===== src/rtl/i2c_addr_master_if.sv =====
// Request/result handshake and open-drain pad controls between the address
// translator front end and its downstream single-byte I2C master.
interface i2c_addr_master_if;
  logic       start;
  logic [6:0] addr;
  logic       rw;
  logic [7:0] wr_data;
  logic       sda_in;
  logic       scl_oe;
  logic       sda_oe;
  logic       busy;
  logic       done;
  logic       ack_error;
  logic [7:0] rd_data;

  // master: the I2C master block; slave: front end plus pad/bus side
  modport master (
    input  start, addr, rw, wr_data, sda_in,
    output scl_oe, sda_oe, busy, done, ack_error, rd_data
  );
  modport slave (
    output start, addr, rw, wr_data, sda_in,
    input  scl_oe, sda_oe, busy, done, ack_error, rd_data
  );
endinterface


===== src/rtl/i2c_addr_master.sv =====
// Single-byte I2C master: replays START, {addr,rw}, ACK, one data byte,
// ACK/NACK and STOP on an open-drain bus, SCL rate set by DIV.
module i2c_addr_master #(
  parameter logic [15:0] DIV = 16'd250
) (
  input  logic              clk,
  input  logic              rst,
  i2c_addr_master_if.master bus
);
  typedef enum logic [2:0] {IDLE, START, ADDR, AACK, WRITE, READ, DACK, STOP} state_t;

  state_t      state;
  state_t      slot_next;
  logic [15:0] div_cnt;
  logic [1:0]  quarter;
  logic [2:0]  bit_idx;
  logic [7:0]  tx_sh;
  logic [7:0]  tx_next;
  logic [7:0]  wr_byte;
  logic [7:0]  rx_sh;
  logic [7:0]  rd_data;
  logic        rw_q;
  logic        sda_smp;
  logic        tick;
  logic        last_bit;
  logic        scl_oe;
  logic        sda_oe;
  logic        busy;
  logic        done;
  logic        ack_error;

  // Pad enables {scl_oe, sda_oe} for a given state, quarter and outgoing bit
  function automatic logic [1:0] drive(input state_t st, input logic [1:0] q,
                                       input logic tx_bit);
    logic scl_low;
    scl_low = (q == 2'd0) || (q == 2'd3);
    case (st)
      START:            drive = (q == 2'd0) ? 2'b00 : (q == 2'd3) ? 2'b11 : 2'b01;
      STOP:             drive = (q == 2'd0) ? 2'b11 : (q == 2'd1) ? 2'b01 : 2'b00;
      ADDR, WRITE:      drive = {scl_low, ~tx_bit};
      AACK, READ, DACK: drive = {scl_low, 1'b0};
      default:          drive = 2'b00;
    endcase
  endfunction

  assign tick     = (state != IDLE) && (div_cnt == DIV - 16'd1);
  assign last_bit = (bit_idx == 3'd7);

  // Where the sequence goes when the current slot's q3 tick fires
  always_comb begin
    slot_next = state;
    tx_next   = tx_sh;
    case (state)
      START: slot_next = ADDR;
      ADDR: begin
        tx_next = {tx_sh[6:0], 1'b0};
        if (last_bit) slot_next = AACK;
      end
      AACK: begin
        if (sda_smp) begin
          slot_next = STOP;
        end else if (rw_q) begin
          slot_next = READ;
        end else begin
          slot_next = WRITE;
          tx_next   = wr_byte;
        end
      end
      WRITE: begin
        tx_next = {tx_sh[6:0], 1'b0};
        if (last_bit) slot_next = DACK;
      end
      READ:    if (last_bit) slot_next = DACK;
      DACK:    slot_next = STOP;
      STOP:    slot_next = IDLE;
      default: slot_next = IDLE;
    endcase
  end

  always_ff @(posedge clk) begin
    if (rst) begin
      state     <= IDLE;
      div_cnt   <= '0;
      quarter   <= '0;
      bit_idx   <= '0;
      scl_oe    <= 1'b0;
      sda_oe    <= 1'b0;
      busy      <= 1'b0;
      done      <= 1'b0;
      ack_error <= 1'b0;
      rd_data   <= '0;
    end else begin
      done <= 1'b0;
      if (state == IDLE) begin
        div_cnt <= '0;
        quarter <= '0;
        bit_idx <= '0;
        if (bus.start) begin
          state     <= START;
          busy      <= 1'b1;
          tx_sh     <= {bus.addr, bus.rw};
          wr_byte   <= bus.wr_data;
          rw_q      <= bus.rw;
          ack_error <= 1'b0;
          rd_data   <= '0;
        end
      end else if (!tick) begin
        div_cnt <= div_cnt + 16'd1;
      end else begin
        div_cnt <= '0;
        if (quarter != 2'd3) begin
          quarter            <= quarter + 2'd1;
          {scl_oe, sda_oe}   <= drive(state, quarter + 2'd1, tx_sh[7]);
          // SCL has been high for a full quarter when q1 ends
          if (quarter == 2'd1) begin
            sda_smp <= bus.sda_in;
            if (state == READ) rx_sh <= {rx_sh[6:0], bus.sda_in};
          end
        end else begin
          quarter          <= 2'd0;
          state            <= slot_next;
          tx_sh            <= tx_next;
          {scl_oe, sda_oe} <= drive(slot_next, 2'd0, tx_next[7]);
          bit_idx          <= (state == slot_next) ? bit_idx + 3'd1 : 3'd0;
          if (state == AACK && sda_smp) ack_error <= 1'b1;
          if (state == DACK) begin
            if (rw_q)         rd_data   <= rx_sh;
            else if (sda_smp) ack_error <= 1'b1;
          end
          if (state == STOP) begin
            busy <= 1'b0;
            done <= 1'b1;
          end
        end
      end
    end
  end

  assign bus.scl_oe    = scl_oe;
  assign bus.sda_oe    = sda_oe;
  assign bus.busy      = busy;
  assign bus.done      = done;
  assign bus.ack_error = ack_error;
  assign bus.rd_data   = rd_data;
endmodule


===== src/flat_wrapper.sv =====
// flat-port wrapper written by rule: the top's interface ports become plain ports
module i2c_addr_master_flat 
#(
  parameter logic [15:0] DIV = 16'd250
)
  (clk, rst, bus_start, bus_addr, bus_rw, bus_wr_data, bus_sda_in, bus_scl_oe, bus_sda_oe, bus_busy, bus_done, bus_ack_error, bus_rd_data);
  i2c_addr_master_if bus_i ();
  input  logic clk;
  input  logic rst;
  input wire logic [$bits(bus_i.start)-1:0] bus_start;
  input wire logic [$bits(bus_i.addr)-1:0] bus_addr;
  input wire logic [$bits(bus_i.rw)-1:0] bus_rw;
  input wire logic [$bits(bus_i.wr_data)-1:0] bus_wr_data;
  input wire logic [$bits(bus_i.sda_in)-1:0] bus_sda_in;
  output wire logic [$bits(bus_i.scl_oe)-1:0] bus_scl_oe;
  output wire logic [$bits(bus_i.sda_oe)-1:0] bus_sda_oe;
  output wire logic [$bits(bus_i.busy)-1:0] bus_busy;
  output wire logic [$bits(bus_i.done)-1:0] bus_done;
  output wire logic [$bits(bus_i.ack_error)-1:0] bus_ack_error;
  output wire logic [$bits(bus_i.rd_data)-1:0] bus_rd_data;
  assign bus_i.start = bus_start;
  assign bus_i.addr = bus_addr;
  assign bus_i.rw = bus_rw;
  assign bus_i.wr_data = bus_wr_data;
  assign bus_i.sda_in = bus_sda_in;
  assign bus_scl_oe = bus_i.scl_oe;
  assign bus_sda_oe = bus_i.sda_oe;
  assign bus_busy = bus_i.busy;
  assign bus_done = bus_i.done;
  assign bus_ack_error = bus_i.ack_error;
  assign bus_rd_data = bus_i.rd_data;
  i2c_addr_master #(.DIV(DIV)) u_core (.clk(clk), .rst(rst), .bus(bus_i));
endmodule

===== config.mk =====
export PLATFORM = sky130hd
export DESIGN_NAME = i2c_addr_master_flat
export DESIGN_NICKNAME = d
export VERILOG_FILES = /design/src/rtl/i2c_addr_master_if.sv /design/src/rtl/i2c_addr_master.sv /design/src/flat_wrapper.sv
export SDC_FILE = /design/constraint.sdc
export NUM_CORES = 1
export LEC_CHECK = 0
export BUFFER_PORTS_ARGS = -buffer_cell sky130_fd_sc_hd__buf_2
export CORE_UTILIZATION = 35
export DETAILED_ROUTE_END_ITERATION = 7
export PLACE_DENSITY = 0.53
export SETUP_SLACK_MARGIN = 0.2
export SYNTH_ARGS = -nofsm -noshare
export SYNTH_HDL_FRONTEND = slang
export SYNTH_SLANG_ARGS = --single-unit

===== constraint.sdc =====
create_clock -name clk -period 5.1 [get_ports clk]
set_clock_uncertainty 0.15 [all_clocks]
set_input_delay 1.02 -clock clk [delete_from_list [all_inputs] [get_ports clk]]
set_output_delay 1.02 -clock clk [all_outputs]
set_load 0.01 [all_outputs]

== After elaboration in Yosys (flattened, before gate mapping) ==
Index checks and enable logic that the tools add are counted.
Widths: inputs -> output; s select.
Word-level totals
  flip-flop bits (word level): 63
  input bits: 20
  output and inout port bits: 13
  word-level logic and storage cells: 124
Operators by class
  $add $sub $neg: 3
  eq/ne operators: 24
  mux-type cells: 46
  bitwise operators: 6
  reductions and logical operators: 29
Operators with widths (number)
  $mux 8: 12
  $eq 3x3->1 const B: 9
  $mux 3: 8
  $mux 1: 18
  $add 16x1->16 const B: 1
  $eq 16x8->1 const B: 1
  $pmux 8 s2: 1
  $pmux 3 s5: 1
  $eq 3x2->1 const B: 4
  $reduce_and 5->1: 2
  $reduce_or 3->1: 3
  $mux 2: 4
  $pmux 2 s4: 1
  $reduce_and 4->1: 2
  $reduce_bool 2->1: 4
  $reduce_or 2->1: 4
  $reduce_and 7->1: 1
  $ne 3x3->1 const B: 2
  $not 1->1: 6
  $pmux 2 s3: 1
  $reduce_and 3->1: 2
  $reduce_and 6->1: 1
  $reduce_bool 3->1: 2
  $eq 2x1->1 const B: 2
  other kinds (13): 16

== Depth between registers and ports, before layout ==
Gate-level depths: netlist of run 1.
  word-level depth: 9
  depth in mapped cells: 8
  depth with buffers taken out: 7

== Worst setup path after synthesis of run 1 ==
Ideal clock, no wire load.
  path type: flip-flop to flip-flop
  start: register u_core.div_cnt[0]
  end: register u_core.rx_sh[0], enable pin
  data arrival time: 2.242 ns
  setup slack: 2.313 ns
  stages on the path, launching flop included: 6
  clock period less this slack: 2.787 ns
  path through: dfxtp_1 ha_1 or4b_1 nor3_2 nand2_1 nor4_1
On the way
  cells in the longest elaborated chain, start to end: 3
Ends and longest elaborated chain
  from (decl): RTL line i2c_addr_master.sv:14  | logic [15:0] div_cnt;
  from (signal assigned): RTL line i2c_addr_master.sv:108  | div_cnt <= div_cnt + 16'd1;
  $eq 16x8->1: RTL line i2c_addr_master.sv:46  | assign tick = (state != IDLE) && (div_cnt == DIV - 16'd1);
  $logic_and 1x1->1: RTL line i2c_addr_master.sv:46
  $reduce_and 6->1 (no source line)
  to (signal assigned): RTL line i2c_addr_master.sv:117  | if (state == READ) rx_sh <= {rx_sh[6:0], bus.sda_in};
  to (decl): RTL line i2c_addr_master.sv:20  | logic [7:0] rx_sh;
No other way between the ends.
A chain may end at the register's enable or synchronous reset.

== Worst setup path in the final report of run 1 ==
  start: register u_core.div_cnt[0]
  end: register u_core.tx_sh[0], enable pin
On the way
  cells in the longest elaborated chain, start to end: 4
Ends and longest elaborated chain
  $eq 16x8->1: RTL line i2c_addr_master.sv:46
  $logic_and 1x1->1: RTL line i2c_addr_master.sv:46
  $reduce_bool 2->1 (no source line)
  $reduce_and 7->1 (no source line)
  to (signal assigned): RTL line i2c_addr_master.sv:101  | tx_sh <= {bus.addr, bus.rw};
  to (signal assigned): RTL line i2c_addr_master.sv:122  | tx_sh <= tx_next;
  to (decl): RTL line i2c_addr_master.sv:17  | logic [7:0] tx_sh;
No other way between the ends.

==> results by group, run 1 <==
Synthesis
  • Simple-gate area share of the yosys netlist: 0.241
  • Post-synthesis net count: 316
  • Largest cells by area after synthesis: edfxtp_1 27%, dfxtp_1 26%, nand2_1 4.9%, nor2_1 4.5%, nand3_1 3.9%
  • Cell taking the most area after synthesis: edfxtp_1
  • Adder-cell share of the synthesized area: 0.0352
  • Synth Area in Compound Gates: 0.107
  • Primary FF master, synth: dfxtp_1
  • Post-Synth XOR/XNOR Area: 0.0493
  • Mux contribution to synthesized area: 0.00396
  • Syn Inst Count: 288
  • Post-synth EDFFs: 26
  • Yosys warning total: 0
  • Synth top area share: 0.275
  • Avg Inst Size Synth: 9.87 um^2
  • Post-Syn Area: 2840 um^2
  • Largest family of logic cells by synthesized area: simple AND/OR/NAND/NOR gates
  • Sequential share of the synthesized area: 0.535
  • Synth async-reset ratio: 0
  • Flops & latches, synth: 63
  • Synth cell types: 51

CTS
  • Number of H-tree levels: 3
  • Setup Buffers After CTS: 0
  • Hold Buf Count CTS: 0
  • CTS tree: built
  • Clock tree buffer depth: 2
  • Clock latency at the later pin of the worst-skew pair: 0.34 ns
  • # resized after CTS: 0
  • CTS Buf Count: 9
  • CTS root buffer: clkbuf_8
  • Worst-path clk slew: 0.07 ns
  • Sink Count: 63

Power and ir drop
  • IR drop worst, VDD: 116 uV
  • Leak: 0.00118 uW
  • Gate power share: 0.040
  • Sequential Power Share: 0.516
  • Psw: 228 uW
  • Cell Pwr Density: 318 nW/um^2
  • Sw frac: 0.218
  • Int Power: 820 uW
  • Final Power: 1050 uW
  • Clk pwr share: 0.445

Placed design
  • IO Port Bufs: 32
  • DP Wirelength: 4.02 mm
  • Placed cell count: 410
  • RePlAce Congestion: 0.728

Setup path
  • Critical Path Source: u_core.div_cnt[0]
  • CP Cell Sequence: ha_1, or4b_1, nor4_4, nand3_4, a21oi_2, and3_1
  • Critical-path top delay cell: or4b_1
  • CP bufs+invs: 0
  • FF-to-FF Start: u_core.div_cnt[0]
  • R2R cell count: 6
  • Reg-to-Reg End: u_core.tx_sh[0]
  • Max incr delay on CP: 0.52 ns
  • R2R setup slack: 2.42 ns
  • Worst EP required: 4.97 ns
  • Crit path capture: u_core.tx_sh[0]
  • Cell family with most CP delay: simple AND/OR/NAND/NOR gates
  • Critical Path Sink Type: register
  • WP depth: 6
  • Setup CP Type: reg -> reg
  • Critical path launch point type: register
  • Crit path arrival time: 2.55 ns
  • CP Max Fanout: 10

Run status
  • Outcome: complete, no violations

Timing
  • Final setup viols: 0
  • Worst hold margin: 0.298 ns
  • Final period util: 0.525
  • Max Freq: 373 MHz
  • Crit path time final: 2.68 ns
  • RSZ-0062 raised after global routing: false
  • Slew Viols, Final: 0
  • Final setup TNS: 0 ns
  • Worst slew pin tran: 0.764 ns
  • Slew HR: 0.489
  • Hold Vio Cnt, Final: 0

Global routing
  • Initial antenna violation count: 0
  • Gr usage total: 0.153
  • Gr ovfl total: 0
  • Number of global-route vias before repair: 2043
  • Largest net degree at the start of global routing: 24
  • First-pass GRT wire length: 9.81 mm

Die
  • Initial core utilization: 0.364
  • Height of the die: 92.1 um
  • Floorplan row count: 32
  • Core ar.: 7810 um^2
  • I/O pins: 33
  • Die area: 8490 um^2
  • Die width: 92.1 um

Detailed routing
  • Via/cell ratio: 4.97
  • Starting DRT DRC Count: 125
  • DR WL/cell: 13.5 um
  • Post-route DRC: 0
  • Drt pass-1 iters: 4
  • Total Wirelength: 5.77 mm
  • Number of routed nets with antenna violations: 0
  • Routed vias: 2116

Finish
  • Area grow syn2layout: 15.9%
  • Most frequent cells in the layout: 37 x nand2_1, 37 x dfxtp_1, 34 x nor2_1
  • Nets: 347
  • Number of diodes: 0
  • Ratio of cells with drive above 1 in the final layout: 0.170
  • Final Non-Filler Cells: 426

Worst hold path
  • Worst min-delay path class: reg -> reg

Job
  • Max Cap Viol: 0
how the worst min path moves through the flow:
stage,startpoint,to,slack (ns),cells past startpoint
CTS,u_core.bus.rd_data[6],u_core.bus.rd_data[6],0.30,2
global placement,u_core.rx_sh[6],u_core.rx_sh[7],0.28,0
detailed placement,u_core.rx_sh[3],u_core.rx_sh[4],0.29,0
finish,u_core.rx_sh[3],u_core.rx_sh[4],0.30,0
global route,u_core.rx_sh[3],u_core.rx_sh[4],0.32,0
floorplan,u_core.rx_sh[4],u_core.rx_sh[5],0.28,0
per-stage QoR:
stage / instance area, um^2 / util / setup WS [ns]
2_1_floorplan: 2840 / - / 2.31
3_3_place_gp: 3090 / 0.395 / 2.41
3_5_place_dp: 3090 / 0.395 / 2.38
4_1_cts: 3300 / 0.422 / 2.38
5_1_grt: 3300 / 0.422 / 2.22
6_report: 3300 / 0.422 / 2.42
layout make-up:
cell class | instances | area [um^2]
Clock buffer | 9 | 124
Inverter | 5 | 18.8
Timing Repair Buffer | 34 | 175
Fill cell | 792 | 4510
Clock inverter | 7 | 87.6
Tap cell | 102 | 128
Multi-Input combinational cell | 206 | 1240
Sequential cell | 63 | 1520
state kept, by name, summed over array words and instances, names as in the netlist, 2 cells and up:
name	count
u_core.wr_byte	8
u_core.quarter	2
u_core.bit_idx	3
u_core.bus.rd_data	8
u_core.div_cnt	16
u_core.state	3
u_core.rx_sh	8
u_core.tx_sh	8
power by group through the flow:
stage | Sequential [uW] | Combinational [uW] | Clock [uW]
finish | 540 | 41.8 | 466
floorplan | 548 | 28.6 | 0
detailed placement | 552 | 42.6 | 0
global placement | 552 | 42.2 | 0
global route | 541 | 47.2 | 502
CTS | 540 | 42.7 | 482
routing by layer:
metal	part of all wire	wire, um	GRT usage	up-vias
met3	0.027	153	0.0390	8
met1	0.50	2860	0.195	991
li1	-	-	-	1095
met4	0.022	128	0.0872	0
met5	0	0	0	-
met2	0.46	2630	0.233	22
Yosys cell counts (2+ instances only):
cell      count
and3_1        4
nand2b_1      5
inv_1         5
ha_1          8
nor3_1        5
and2_1        3
clkbuf_1      8
nor2_1       34
edfxtp_1     26
xnor2_1       8
nand4b_1      2
a22oi_1       7
nand2_1      37
a21oi_1      11
buf_2         4
o21ai_0      13
dfxtp_1      37
nand4_1       7
nand3_1      22
xor2_1        8
or3_1         2
nor3b_1       2
and4_1        2
cells by family after synthesis:
family                     count (synthesis)
AOI/OAI and AO/OA                         47
buffers and inverters                     19
adders and majority gates                  8
DFF                                       63
xor gates and xnor gates                  16
muxes                                      1
and+or+nand+nor                          134
No activity file was read; power rests on OpenSTA's default activity.
==> run 2: changes to the inputs <==
--- a/config.mk
+++ b/config.mk
@@ -5,6 +5,7 @@
 export SDC_FILE = /design/constraint.sdc
 export NUM_CORES = 1
 export LEC_CHECK = 0
+export ABC_AREA = 1
 export BUFFER_PORTS_ARGS = -buffer_cell sky130_fd_sc_hd__buf_2
 export CORE_UTILIZATION = 35
 export DETAILED_ROUTE_END_ITERATION = 7
==> constraint.sdc (replaced) <==
create_clock -name clk -period 2.5 [get_ports clk]
set_clock_uncertainty 0.15 [all_clocks]
set_input_delay 0.5 -clock clk [delete_from_list [all_inputs] [get_ports clk]]
set_output_delay 0.5 -clock clk [all_outputs]
set_load 0.01 [all_outputs]
==> run 2 against run 1 <==
Compared with the run above:
- sequential share of layout area is 2.4 points lower
- setup slack worse by 2.0 ns
- count of clock-buffer cells in the layout grew 1
- synthesized cell count increased by 27%
- power up 100%
- first-iteration DRC count decreased by 15%
- combinational power rose to 3.6 times the previous value
- maximum frequency grew 28%
- synthesized area grew 6.1%
- utilization down 0.29 points
- register-to-register slack got worse by 2.0 ns
- sequential cell count stayed put
==> results by group, run 2 <==
Placed design
  • DP Wirelength: 4.72 mm (+17%)
  • Placed Instance Area: 3290 um^2 (+6.6%)
  • IO Port Bufs: 32 (unchanged)
  • RePlAce Congestion: 0.860 (+18%)

Synthesis
  • Sequential share of the synthesized area: 0.504 (-0.0306)
  • Cell taking the most area after synthesis: edfxtp_1
  • Synth async-reset ratio: 0 (unchanged)
  • Post-Syn Area: 3020 um^2 (+6.1%)
  • Primary FF master, synth: dfxtp_1
  • Synth top area share: 0.259 (-0.0157)
  • Largest cells by area after synthesis: edfxtp_1 26%, dfxtp_1 25%, nand2_1 11%, nor2_1 6.2%, inv_1 4.7%
  • Post-synth EDFFs: 26 (unchanged)
  • Post-synthesis net count: 393 (+24%)
  • Top-count cell post-synth: nand2_1
  • Synth cell types: 36 (-29%)
  • Avg Inst Size Synth: 8.26 um^2 (-16%)
  • Syn Inst Count: 365 (+27%)
  • Leading cell types by count after synthesis: 86 x nand2_1, 50 x nor2_1, 38 x inv_1
  • Flops & latches, synth: 63 (unchanged)
  • Yosys warning total: 0 (unchanged)

Power and ir drop
  • Psw: 537 uW (+140%)
  • IR drop worst, VDD: 308 uV (+170%)
  • Leak: 0.00147 uW (+25%)
  • Clk pwr share: 0.400 (-0.045)
  • Gate power share: 0.072 (+0.032)
  • Int Power: 1560 uW (+91%)
  • Sequential Power Share: 0.528 (+0.012)
  • Cell Pwr Density: 604 nW/um^2 (+90%)
  • Sw frac: 0.256 (+0.0380)

Timing
  • Slew Viols, Final: 0 (unchanged)
  • Max Freq: 478 MHz (+28%)
  • Crit path time final: 2.09 ns (-0.585 ns)
  • Worst hold margin: 0.190 ns (-0.108 ns)
  • Slew HR: 0.707 (+0.219)
  • Worst slew pin tran: 0.438 ns (-0.326 ns)
  • Final period util: 0.837 (+0.312)
  • Final setup TNS: 0 ns (unchanged)
  • Final setup viols: 0 (unchanged)
  • RSZ-0062 raised after global routing: false
  • Hold Vio Cnt, Final: 0 (unchanged)

Detailed routing
  • Drt pass-1 iters: 4 (unchanged)
  • Met2 WL post-DR: 2.75 mm (+4.5%)
  • Total Wirelength: 6.33 mm (+9.8%)
  • Number of routed nets with antenna violations: 0 (unchanged)
  • Metal1 wirelength: 3.26 mm (+14%)
  • Met3 WL: 249 um (+63%)
  • Via/cell ratio: 4.70 (-5.4%)
  • DR WL/cell: 12.3 um (-9.2%)
  • Post-route DRC: 0 (unchanged)
  • Starting DRT DRC Count: 106 (-15%)
  • Top sig layer: met4
  • Routed vias: 2421 (+14%)

Finish
  • Ratio of cells with drive above 1 in the final layout: 0.193 (+0.0229)
  • Max FFs per register: 16 (unchanged)
  • Layout fillers: 851 (+7.4%)
  • Final core utilization: 0.419 (-0.00286)
  • Number of diodes: 0 (unchanged)
  • Most common cell after layout, fill and taps aside: nand2_1
  • Largest Register: u_core.div_cnt
  • Area grow syn2layout: 15.4%
  • Nets: 433 (+25%)
  • Most frequent cells in the layout: 86 x nand2_1, 50 x nor2_1, 38 x inv_1
  • Design area: 3480 um^2 (+5.6%)

CTS
  • Clock tree buffer depth: 2 (unchanged)
  • Setup Buffers After CTS: 0 (unchanged)
  • Number of H-tree levels: 3 (unchanged)
  • Hold Buf Count CTS: 0 (unchanged)
  • Sink Count: 63 (unchanged)
  • CTS Buf Count: 9 (unchanged)
  • Worst-path clk slew: 0.08 ns (about the same)
  • # resized after CTS: 0 (unchanged)
  • CTS root buffer: clkbuf_8
  • Clock latency at the later pin of the worst-skew pair: 0.33 ns (about the same)
  • CTS tree: built

Run status
  • Outcome: complete, no violations

Setup path
  • Critical path launch point type: register
  • Most used cell, CP: inv_1
  • Critical-path top delay cell: dfxtp_1
  • Cell family with most CP delay: simple AND/OR/NAND/NOR gates
  • Critical Path Sink Type: register
  • Worst EP required: 2.40 ns (-2.57 ns)
  • Setup CP Type: reg -> reg
  • Crit path arrival time: 1.99 ns (-0.56 ns)
  • CP Max Fanout: 11 (+1)
  • CP Cell Sequence: inv_1, nand2_4, nand3_1, nor2_1, inv_1, nor3_1, buf_4
  • Max incr delay on CP: 0.53 ns (about the same)
  • CP bufs+invs: 3 (+3)

Die
  • Die area: 8990 um^2 (+5.9%)
  • Height of the die: 94.8 um (+2.9%)
  • Core ar.: 8300 um^2 (+6.3%)
  • Initial core utilization: 0.363 (-0.000777)
  • I/O pins: 33 (unchanged)
  • Floorplan row count: 33 (+3.1%)
  • Die width: 94.8 um (+2.9%)

Global routing
  • Gr usage total: 0.152 (-0.000178)
  • Gr ovfl total: 0 (unchanged)
  • Largest net degree at the start of global routing: 14 (-42%)
  • First-pass GRT wire length: 10.4 mm (+6.4%)
  • Number of global-route vias before repair: 2224 (+8.9%)
  • Initial antenna violation count: 0 (unchanged)

Worst hold path
  • Worst min-delay path class: in -> reg

Job
  • Max Cap Viol: 0 (unchanged)
==> run 2: final cells by class <==
class	count	area (um^2)	area share
clock buffer	10	149	0.0428
clock inverter	6	43.8	0.0126
inverter	46	173	0.0496
multi-input combinational	249	1270	0.366
sequential	63	1520	0.437
tap	105	131	0.0377
timing repair buffer	36	190	0.0546
==> run 2: logic make-up after synthesis <==
| group | synth area share |
|---|---|
| AND/OR/NAND/NOR | 0.286 |
| flip-flops | 0.504 |
| buffers and inverters | 0.0738 |
| AO/OA/AOI/OAI | 0.0966 |
| adder cells (fa/ha/maj) | 0.0332 |
| XOR/XNOR | 0.00581 |
==> run 2: final timing paths <==
kind | startpoint | to | slack, ns | cells after the start
max | u_core.state[2] | u_core.rx_sh[6] | 0.41 | 7
min reg2reg | u_core.bus.ack_error | u_core.bus.ack_error | 0.30 | 2
max reg2reg | u_core.state[2] | u_core.rx_sh[6] | 0.41 | 7
min | bus_wr_data[6] | u_core.wr_byte[6] | 0.19 | 1
==> run 2: through the flow <==
step | total power [uW] | setup slack [ns] | std cells
finish | 2100 | 0.407 | 515
global route | 2190 | 0.225 | 515
CTS | 2130 | 0.420 | 515
detailed placement | 1290 | 0.434 | 499
global placement | 1280 | 0.476 | 499
floorplan | 1240 | 0.261 | 365
==> run 2: power groups by stage <==
stage          Combinational, uW  Sequential (uW)  Clock, uW
4_1_cts                      153             1110        869
5_1_grt                      170             1110        912
6_report                     151             1110        841
3_3_place_gp                 151             1130          0
3_5_place_dp                 152             1130          0
2_1_floorplan                115             1120          0
==> run 2: metal layers <==
layer,vias to the layer above,GRT usage
li1,1276,-
met1,1091,0.209
met2,46,0.228
met3,8,0.0435
met4,0,0.0543
met5,-,0
